<file path="config.mk">
export PLATFORM = sky130hd
export DESIGN_NAME = bkm_e_iter
export DESIGN_NICKNAME = d
export VERILOG_FILES = /design/src/rtl/bkm_pkg.sv /design/src/rtl/multiply_by_d.sv /design/src/rtl/bkm_e_iter.sv
export SDC_FILE = /design/constraint.sdc
export NUM_CORES = 1
export LEC_CHECK = 0
export CORE_MARGIN = 2
export CORE_UTILIZATION = 30
export DETAILED_ROUTE_END_ITERATION = 8
export SLEW_MARGIN = 25
export SYNTH_ARGS = -nofsm -noshare
export SYNTH_HDL_FRONTEND = slang
export SYNTH_SLANG_ARGS = --single-unit
export TNS_END_PERCENT = 5
</file>
<file path="constraint.sdc">
create_clock -name clk -period 8.99 [get_ports clk]
set_input_delay 1.798 -clock clk [delete_from_list [all_inputs] [get_ports clk]]
set_output_delay 1.798 -clock clk [all_outputs]
set_load 0.01 [all_outputs]
</file>
<file path="src/rtl/bkm_pkg.sv">
// Shared definitions for the BKM E-mode iteration datapath: digit codes,
// Q-format constants and the controller state encoding.
package bkm_pkg;

  localparam logic [1:0] D_POS  = 2'b01;
  localparam logic [1:0] D_ZERO = 2'b00;
  localparam logic [1:0] D_NEG  = 2'b11;
  localparam logic [1:0] D_RSV  = 2'b10;

  // Q2.(W-2): two integer bits, the rest fraction.
  localparam int Q_INT_BITS = 2;

  function automatic int q_frac_bits(input int w);
    return w - Q_INT_BITS;
  endfunction

  typedef enum logic [1:0] {
    ST_IDLE = 2'd0,
    ST_ITER = 2'd1,
    ST_DONE = 2'd2
  } bkm_state_e;

endpackage

</file>
<file path="src/rtl/multiply_by_d.sv">
// Complex product d*E for a digit d = d_x + j*d_y with components in {-1,0,+1};
// reserved component codes contribute zero. Results truncate to W bits.
module multiply_by_d
  import bkm_pkg::*;
#(
  parameter int W = 16
) (
  input  logic [W-1:0] x,
  input  logic [W-1:0] y,
  input  logic [1:0]   d_x,
  input  logic [1:0]   d_y,
  output logic [W-1:0] re,
  output logic [W-1:0] im
);

  function automatic logic [W-1:0] term(input logic [1:0] code, input logic [W-1:0] v);
    case (code)
      D_POS:   return v;
      D_NEG:   return -v;
      default: return '0;
    endcase
  endfunction

  assign re = term(d_x, x) - term(d_y, y);
  assign im = term(d_x, y) + term(d_y, x);

endmodule

</file>
<file path="src/rtl/bkm_e_iter.sv">
// Digit-serial BKM E-mode iteration: E <= E + (d*E) >>> n for n = 1..N,
// one accepted digit per cycle, result held until the consumer takes it.
module bkm_e_iter
  import bkm_pkg::*;
#(
  parameter int W = 16,
  parameter int N = 12,
  localparam int NW = $clog2(N + 1)
) (
  input  logic          clk,
  input  logic          rst,
  input  logic          start,
  input  logic [W-1:0]  x0,
  input  logic [W-1:0]  y0,
  input  logic          d_valid,
  input  logic [1:0]    d_x,
  input  logic [1:0]    d_y,
  output logic          d_ready,
  output logic [W-1:0]  x_res,
  output logic [W-1:0]  y_res,
  output logic          res_valid,
  input  logic          res_ready,
  output logic          busy,
  output logic [NW-1:0] n_idx,
  output logic          d_err
);

  bkm_state_e state_q, state_d;

  logic [W-1:0]        e_x, e_y;
  logic [W-1:0]        prod_re, prod_im;
  logic signed [W-1:0] sh_re, sh_im;
  logic                accept, last, rsv;

  multiply_by_d #(.W(W)) u_mul (
    .x  (e_x),
    .y  (e_y),
    .d_x(d_x),
    .d_y(d_y),
    .re (prod_re),
    .im (prod_im)
  );

  assign sh_re  = $signed(prod_re) >>> n_idx;
  assign sh_im  = $signed(prod_im) >>> n_idx;
  assign accept = (state_q == ST_ITER) && d_valid;
  assign last   = (n_idx == NW'(N));
  assign rsv    = (d_x == D_RSV) || (d_y == D_RSV);

  always_comb begin
    state_d = state_q;
    case (state_q)
      ST_IDLE: if (start)          state_d = ST_ITER;
      ST_ITER: if (accept && last) state_d = ST_DONE;
      ST_DONE: if (res_ready)      state_d = ST_IDLE;
      default:                     state_d = ST_IDLE;
    endcase
  end

  always_ff @(posedge clk) begin
    if (rst) begin
      state_q <= ST_IDLE;
      e_x     <= '0;
      e_y     <= '0;
      n_idx   <= '0;
      d_err   <= 1'b0;
    end else begin
      state_q <= state_d;
      case (state_q)
        ST_IDLE: if (start) begin
          e_x   <= x0;
          e_y   <= y0;
          n_idx <= NW'(1);
          d_err <= 1'b0;
        end
        ST_ITER: if (accept) begin
          e_x <= e_x + sh_re;
          e_y <= e_y + sh_im;
          // Index parks at N in DONE so it never overflows NW bits.
          if (!last) n_idx <= n_idx + NW'(1);
          if (rsv)   d_err <= 1'b1;
        end
        ST_DONE: if (res_ready) n_idx <= '0;
        default: ;
      endcase
    end
  end

  assign d_ready   = (state_q == ST_ITER);
  assign res_valid = (state_q == ST_DONE);
  assign busy      = (state_q == ST_ITER) || (state_q == ST_DONE);
  assign x_res     = e_x;
  assign y_res     = e_y;

endmodule

</file>
Word-level counts from Yosys, hierarchy flattened
Cells that the tools add are included.
- add/sub/neg operators: 7
- eq/ne operators: 15
- shifts and indexed selects: 2
- mux-type cells: 23
- reductions and logical operators: 11
- operator list (kind ; number):
    case mux 16 bit (2 select lines) ; 6
    2-to-1 mux 16 bit ; 4
    adder 16 bit ; 3
    negation 16 bit ; 2
    >>> shifter 16 x 4 -> 16 bit ; 2
    2-to-1 mux 4 bit ; 4
    subtractor 16 bit ; 1
    case mux 4 bit (3 select lines) ; 1
    == test 2 bit, second input constant ; 5
    != test 2 x 1 -> 1 bit, second input constant ; 4
    == test 2 x 1 -> 1 bit, second input constant ; 3
    2-to-1 mux 2 bit ; 3
    case mux 2 bit (3 select lines) ; 1
    AND reduction 3 bit ; 2
    AND reduction 5 bit ; 1
    adder 4 x 1 -> 4 bit, second input constant ; 1
    == test 4 bit, second input constant ; 1
    != test 2 bit, second input constant ; 2
    AND reduction 4 bit ; 1
    2-to-1 mux 1 bit ; 3
    nonzero test 3 bit ; 1
    logical AND 1 bit ; 2
    zero test 2 bit ; 1
    logical OR 1 bit ; 2
    2 further kinds ; 2
- flip-flop bits (word level): 39
- input bits: 41
- logic and storage cells: 63

Depth between registers and ports, before layout
Gate-level depths: netlist of the first run.
- word-level depth: 7
- mapped depth: 32
- depth with buffers taken out: 32

Cells and area by module
Synthesis of the first run repeated with hierarchy kept, for this count alone.
- cells, all modules: 1009
- area total of the unflattened synthesis: 7305.8 um^2
- by module, submodules not included (module ; times used ; cells each ; area each (um^2)):
    bkm_e_iter ; 1 ; 590 ; 4495.6
    multiply_by_d ; 1 ; 419 ; 2810.2

Least setup slack after synthesis of the first run
OpenSTA, ideal clock, no wires.
- path kind: input-to-reg
- from: input port d_x[0]
- to: register e_y[15] (netlist: y_res[15])
- library setup time: 0.074 ns
- arrival time: 7.277 ns
- required time: 8.916 ns
- slack: 1.638 ns
- stages: 25
- path buffers: 2
- cell sequence: inv_1 -> clkbuf_1 -> clkbuf_1 -> nor2_1 -> ha_1 -> fa_1 -> a21oi_1 -> o21ai_0 -> a31oi_1 -> o21ai_0 -> mux2i_1 -> nor2_1 -> a21o_1 -> a211o_1 -> a31oi_1 -> ha_1 -> a21o_1 -> a21o_1 -> a2111o_1 -> a2111o_1 -> o311ai_0 -> o21ai_0 -> a21o_1 -> a2111o_1 -> a31oi_1
- longest elaborated chain between the ends: 7
- elaborated cells between the ends (all ways): 8
- ends and longest elaborated chain (element ; line ; text):
    from (decl) ; bkm_e_iter.sv:16 ; input logic [1:0] d_x,
    == test 2 bit / == test 2 x 1 -> 1 bit (equally long branches) ; multiply_by_d.sv:17 ; case (code)
    case mux 16 bit (2 select lines) (*) ; multiply_by_d.sv:17 ;
    adder 16 bit (*) ; multiply_by_d.sv:25 ; assign im = term(d_x, y) + term(d_y, x);
    >>> shifter 16 x 4 -> 16 bit (*) ; bkm_e_iter.sv:45 ; assign sh_im = $signed(prod_im) >>> n_idx;
    adder 16 bit (*) ; bkm_e_iter.sv:78 ; e_y <= e_y + sh_im;
    2-to-1 mux 16 bit (*) ; bkm_e_iter.sv:76 ; ST_ITER: if (accept) begin
    case mux 16 bit (2 select lines) (*) ; bkm_e_iter.sv:69 ; case (state_q)
    to (signal assigned) ; bkm_e_iter.sv:72 ; e_y <= y0;
    to (signal assigned) ; bkm_e_iter.sv:78 ;
    to (decl) ; bkm_e_iter.sv:30 ; logic [W-1:0] e_x, e_y;
Every way passes the cells marked *; elsewhere a longest branch is shown, timed or not. The select of a mux whose other input is x is not followed.
A chain may end at the register's enable or synchronous reset.

Worst setup path in the final report of the first run
- from: input port d_x[1]
- to: register e_x[14] (netlist: x_res[14])
- longest elaborated chain between the ends: 7
- elaborated cells between the ends (all ways): 8
- ends and longest elaborated chain (element ; line ; text):
    == test 2 bit / == test 2 x 1 -> 1 bit (equally long branches) ; multiply_by_d.sv:17 ;
    case mux 16 bit (2 select lines) (*) ; multiply_by_d.sv:17 ;
    subtractor 16 bit (*) ; multiply_by_d.sv:24 ; assign re = term(d_x, x) - term(d_y, y);
    >>> shifter 16 x 4 -> 16 bit (*) ; bkm_e_iter.sv:44 ; assign sh_re = $signed(prod_re) >>> n_idx;
    adder 16 bit (*) ; bkm_e_iter.sv:77 ; e_x <= e_x + sh_re;
    2-to-1 mux 16 bit (*) ; bkm_e_iter.sv:76 ;
    case mux 16 bit (2 select lines) (*) ; bkm_e_iter.sv:69 ;
    to (signal assigned) ; bkm_e_iter.sv:77 ;
    to (decl) ; bkm_e_iter.sv:30 ;
Marked as above.

==> metrics, run 1 <==
n_diodes 0; Rows 56; Hold Crit Class reg2reg; Yosys warning count 0; critical-path maximum fanout 14; number of post-CTS setup repair buffers 0; routed len/inst 18.48 um; Max Root-Sink Buffers 2; sw frac 0.5301; Die Y 157.7 um; root buffer selected by CTS clkbuf_16; async set-or-reset flop fraction in the synthesized netlist 0; first-pass GRT wire length 39.44 mm; P&R area growth vs syn 17.84%; Seq pwr share 0.109; CP Depth 26; TritonCTS clock tree yes; endpoint type of the worst setup path register; Achievable Freq 121.9 MHz; CTS Sinks 39; RSZ-0062 raised after global routing no; Post-synth EDFFs 0; top-area cell type share of the netlist area 0.1200; clock power share 0.063; Slowest-stage cell, CP clkdlybuf4s50_1; worst hold slack 0.5318 ns; Final nets 1157; clk_lat worst skew 0.29 ns; switching power 1565 uW; Relative slew margins 0.5226; DRC viols 0; via count 7610; Worst VDD drop 0.1974 mV; Yosys cell types 73; vias per cell 5.579; Post-Route WL 25.20 mm; final worst-path cycle share 0.9122; status finished, final reports clean; count leader, synth nor2_1; Reg clk slew, reported paths 0.06 ns; hpwl dp 19.61 mm; Final Setup Violations 0; WP data required 9.17 ns; Final min period 8.200 ns; pwr dens 353.3 nW/um^2; post-synthesis sequential area ratio 0.1101; Congestion Overflow GR 0; vias in the first global route 7063; CP bufs+invs 2; CP Launch Type primary input; largest cells by area after synthesis ha_1 (12%), dfxtp_1 (11%), xor2_1 (6.9%), a21oi_1 (6.6%), nor2_1 (6.4%); R2R Path End y_res[15]; setup TNS 0 ns; final setup skew 0.004857 ns; Synth Instances 995; hold path cells 2; top_reg_cell synth dfxtp_1; syn_area_per_cell 7.126 sq um; crit path DAT 8.38 ns; Netlist Area Pre-Place 7091 sq um; final design utilization 0.3581; full die area 24880 sq um; # hold bufs at CTS 0; layout cells sized above 1 0.05455; gpl congestion 0.9837; effective utilization at floorplan 0.3039; largest net degree at the start of global routing 40; CP endpoint x_res[14]; H-tree Lvls 2; worst reg2reg path depth 29; Critical R2R Launch y_res[0]; final max-slew violation count 0; Hold Fails Final Rpt 0; detailed-router iteration count before antenna repair 8; Leak 0.003694 uW; CP Class in2reg; #FFs+latches synth 39; cts repair resizes 0; worst slew pin tran 0.7153 ns; Synth area leader ha_1; setup slack, reg-to-reg 1.15 ns; number of buffers created by CTS 5; crit path launch d_x[1]; Total GRT Usage 0.2022; max cap viols 0; delay-heaviest family, CP compound AO/OA/AOI/OAI gates; Die Wd 157.7 um; core region area 23330 sq um; cell repeated most along the worst path o21ai_0; Post-DRT Antenna Nets 0; initial drt markers 603; antenna violations before repair 0; Synth top cells by count nor2_1 (120), nand2_1 (111), a21oi_1 (94), ha_1 (68), o21ai_0 (65); Top Ports 81; internal power 1387 uW; syn nets 1108; Comb pwr share 0.828; IO buf count 80; slowest stage delay, CP 0.84 ns
[flip-flops by register name, summed over array words and instances (netlist names)]
register,flops
x_res,16
y_res,16
n_idx,4
state_q,2
d_err,1
[cell families (layout without fill, tap and decap cells)]
group | count (synthesis) | after routing | share of synthesized area
AO/OA/AOI/OAI | 307 | 307 | 0.2799
XOR/XNOR | 108 | 108 | 0.1364
adder cells (fa/ha/maj) | 72 | 72 | 0.1313
buffers and inverters | 90 | 140 | 0.04976
flip-flops | 39 | 39 | 0.1101
multiplexers | 48 | 48 | 0.08311
AND/OR/NAND/NOR | 331 | 331 | 0.2095
[through the flow]
stage,worst slack [ns],cell area (sq um),cells,total power (uW)
global route,0.3620,8356,1364,3202
CTS,0.8821,8353,1364,2918
detailed placement,0.6024,8204,1356,2708
floorplan,1.638,7091,995,2109
global placement,0.6799,8204,1356,2714
finish,0.7897,8356,1364,2952
[power by group through the flow]
stage	combinational [uW]	clock, uW	sequential (uW)
after floorplan	1830	0	284
after global placement	2390	0	321
after CTS	2410	189	318
final	2440	187	320
after detailed placement	2390	0	321
after global routing	2680	194	325
[layout by cell type (no fill, tap or decap), drive strengths merged, types with 4 or more instances in the layout]
master,n
clkbuf,5
o21ai,70
nor2,120
mux4,8
xor2,56
a31oi,14
clkdlybuf4s50,80
a211oi,21
a22oi,5
o21bai,5
or3,22
xnor2,51
and2,8
buf,19
nand4,4
a21oi,94
nor3,16
inv,33
a222oi,8
mux2,7
dfxtp,39
o21a,9
nand2b,8
nor2b,8
a221o,4
ha,68
nand2,111
and3,5
or2,5
o31ai,5
fa,4
a211o,5
mux2i,33
nand3,12
or4,5
a21o,27
[layer usage]
metal,up-vias,part of all wire,global-route usage
li1,3700,-,-
met1,3574,0.47,0.2860
met2,305,0.45,0.3261
met3,31,0.065,0.02026
met4,0,0.021,0.05455
met5,-,0,0
[cell type report]
cell class / count / area, sq um
Tap cell: 319 / 399.1
Clock inverter: 3 / 23.77
Fill cell: 2495 / 14980
Clock buffer: 5 / 125.1
Timing Repair Buffer: 99 / 943.4
Multi-Input combinational cell: 866 / 5959
Inverter: 33 / 123.9
Sequential cell: 39 / 780.7
[tightest hold or removal path: cells and delay by family, from the launching register on]
family             cells  cell delay, ns
AOI/OAI and AO/OA      1            0.11
DFF                    1            0.32
and+or+nand+nor        1            0.05
[how the worst min path moves through the flow]
stage	startpoint	end	slack (ns)
after floorplan	y_res[0]	y_res[0]	0.51
after global placement	d_err	d_err	0.51
after detailed placement	d_err	d_err	0.50
after CTS	d_err	d_err	0.53
after global routing	d_err	d_err	0.60
final	d_err	d_err	0.53
Power figures use the tool's default switching activity.
==> run 2: changes to the inputs <==
- CELL_PAD_IN_SITES_DETAIL_PLACEMENT: default -> 1
- CELL_PAD_IN_SITES_GLOBAL_PLACEMENT: default -> 1
- CORE_UTILIZATION: 30 -> 39
- PLACE_DENSITY_LB_ADDON: default -> 0.1
- TNS_END_PERCENT: 5 -> default
==> run 2 against run 1 <==
  * Worst setup slack worse by 0.16 ns
  * Die area down 23%
  * Global-route usage up 6.7 points
  * Combinational power up 2%
  * Hold slack better by 0.031 ns
  * First-iteration DRC count down 32%
  * Power up 1.1%
  * Clock-buffer cell count unchanged
  * Fmax down 1.9%
  * Clock skew up 0.00098 ns
  * Largest power group unchanged
==> metrics, run 2 (same netlist as run 1, synthesis figures left out) <==
Post-Route WL 26.47 mm (was 25.20 mm); vias in the first global route 7547 (was 7063); cts repair resizes 0 (unchanged); final max-slew violation count 0 (unchanged); Place WS 0.4744 ns (was 0.6024 ns); max cap viols 0 (unchanged); number of post-CTS setup repair buffers 0 (unchanged); Relative slew margins 0.3971 (was 0.5226); RSZ-0062 raised after global routing no (unchanged); filler instances 2290 (was 2495); critical-path maximum fanout 15 (was 14); Comb pwr share 0.830 (was 0.828); n_diodes 0 (unchanged); root buffer selected by CTS clkbuf_16 (unchanged); final worst-path cycle share 0.9294 (was 0.9122); IO buf count 80 (unchanged); sw frac 0.5339 (was 0.5301); Seq pwr share 0.107 (was 0.109); Post-DRT Antenna Nets 0 (unchanged); clock power share 0.062 (was 0.063); Worst VDD drop 0.1654 mV (was 0.1974 mV); delay-heaviest family, CP compound AO/OA/AOI/OAI gates (unchanged); final setup margin 0.6343 ns (was 0.7897 ns); Total GRT Usage 0.2694 (was 0.2022); Slowest-stage cell, CP clkdlybuf4s50_1 (unchanged); full die area 19280 sq um (was 24880 sq um); number of buffers created by CTS 5 (unchanged); endpoint type of the worst setup path register (unchanged); largest net degree at the start of global routing 40 (unchanged); DRC viols 0 (unchanged); # hold bufs at CTS 0 (unchanged); CP Launch Type primary input (unchanged); detailed-router iteration count before antenna repair 5 (was 8); Die Wd 138.8 um (was 157.7 um); cell repeated most along the worst path o21ai_0 (unchanged); worst slew pin tran 0.9009 ns (was 0.7153 ns); TritonCTS clock tree yes (unchanged); most frequent cells in the layout nor2_1 (120), nand2_1 (111), a21oi_1 (94) (was nor2_1 (119), nand2_1 (111), a21oi_1 (94)); final setup skew 0.005833 ns (was 0.004857 ns); worst hold slack 0.5624 ns (was 0.5318 ns); hpwl dp 21.19 mm (was 19.61 mm); Final nets 1158 (was 1157); CP bufs+invs 3 (was 2); P&R area growth vs syn 16.20% (was 17.84%); crit path DAT 8.58 ns (was 8.38 ns); H-tree Lvls 2 (unchanged); Hold Fails Final Rpt 0 (unchanged); Reg clk slew, reported paths 0.07 ns (was 0.06 ns); layout cells sized above 1 0.05545 (was 0.05455); status finished, final reports clean (unchanged); Final min period 8.356 ns (was 8.200 ns); switching power 1593 uW (was 1565 uW); Achievable Freq 119.7 MHz (was 121.9 MHz); setup TNS 0 ns (unchanged); gpl congestion 0.9194 (was 0.9837); Top Ports 81 (unchanged); Leak 0.003698 uW (was 0.003694 uW); initial drt markers 410 (was 603); antenna violations before repair 0 (unchanged); Max Root-Sink Buffers 2 (unchanged); Die Y 138.8 um (was 157.7 um); effective utilization at floorplan 0.3961 (was 0.3039); routed len/inst 20.76 um (was 18.48 um); CP Class in2reg (unchanged); leading cell type in the layout, fill and taps excluded nor2_1 (unchanged); core region area 17900 sq um (was 23330 sq um); Final Setup Violations 0 (unchanged); clk_lat worst skew 0.29 ns (about the same); via count 7688 (was 7610); Congestion Overflow GR 0 (unchanged); Rows 49 (was 56); pwr dens 362.1 nW/um^2 (was 353.3 nW/um^2); CTS Sinks 39 (unchanged); WP data required 9.21 ns (was 9.17 ns); first-pass GRT wire length 42.32 mm (was 39.44 mm); slowest stage delay, CP 0.80 ns (was 0.84 ns); Hold Crit Class reg2reg (unchanged); vias per cell 6.030 (was 5.579); internal power 1391 uW (was 1387 uW)
run 2: changes by cell type in the layout (fill, tap and decap cells not counted), sizes merged:
cell / previous run / this run
clkdlybuf4s50: 80 / 79
clkinv: 1 / 2
inv: 33 / 32
buf: 19 / 21
run 2: path summary, 6_finish.rpt:
kind,start,end,slack [ns],cells past startpoint
worst min register to register,d_err,d_err,0.56,2
worst max register to register,y_res[0],y_res[15],1.06,30
worst min-delay path,d_err,d_err,0.56,2
worst max-delay path,d_x[1],x_res[15],0.63,26
run 2: area by class of cell:
cell class                 instances  area [sq um]  area share
clock buffer                       5         125.1     0.01519
clock inverter                     3         20.02    0.002430
inverter                          33         123.9     0.01503
multi-input combinational        866          5957      0.7230
sequential                        39         780.7     0.09476
tap                              229         286.5     0.03478
timing repair buffer             100         945.9      0.1148
run 2: per-stage QoR:
step / util / cells / power [uW] / cell area [sq um]
after floorplan: - / 995 / 2109 / 7091
after global placement: 0.4524 / 1267 / 2741 / 8099
after detailed placement: 0.4521 / 1267 / 2756 / 8094
after CTS: 0.4602 / 1275 / 2966 / 8239
after global routing: 0.4602 / 1275 / 3248 / 8239
final: 0.4602 / 1275 / 2984 / 8239
run 2: layer usage:
| metal | track usage | up-vias | wire [um] |
|---|---|---|---|
| li1 | - | 3694 | - |
| met2 | 0.4524 | 183 | 12470 |
| met3 | 0.02383 | 22 | 1099 |
| met1 | 0.3811 | 3789 | 12610 |
| met4 | 0.04838 | 0 | 288 |
| met5 | 0 | - | 0 |
run 2: power by group through the flow:
stage          clock network [uW]  registers, uW  logic [uW]
2_1_floorplan                   0            284        1830
3_3_place_gp                    0            320        2420
3_5_place_dp                    0            321        2440
4_1_cts                       188            317        2460
5_1_grt                       195            324        2730
6_report                      186            320        2480
run 2: worst register-to-register path, delay by kind of cell, from the launching register on:
| kind | cells | cell delay, ns |
|---|---|---|
| AO/OA/AOI/OAI | 15 | 3.87 |
| flip-flops | 1 | 0.30 |
| adder cells (fa/ha/maj) | 3 | 0.84 |
| buffers and inverters | 2 | 0.26 |
| AND/OR/NAND/NOR | 9 | 2.46 |
| XOR/XNOR | 1 | 0.14 |
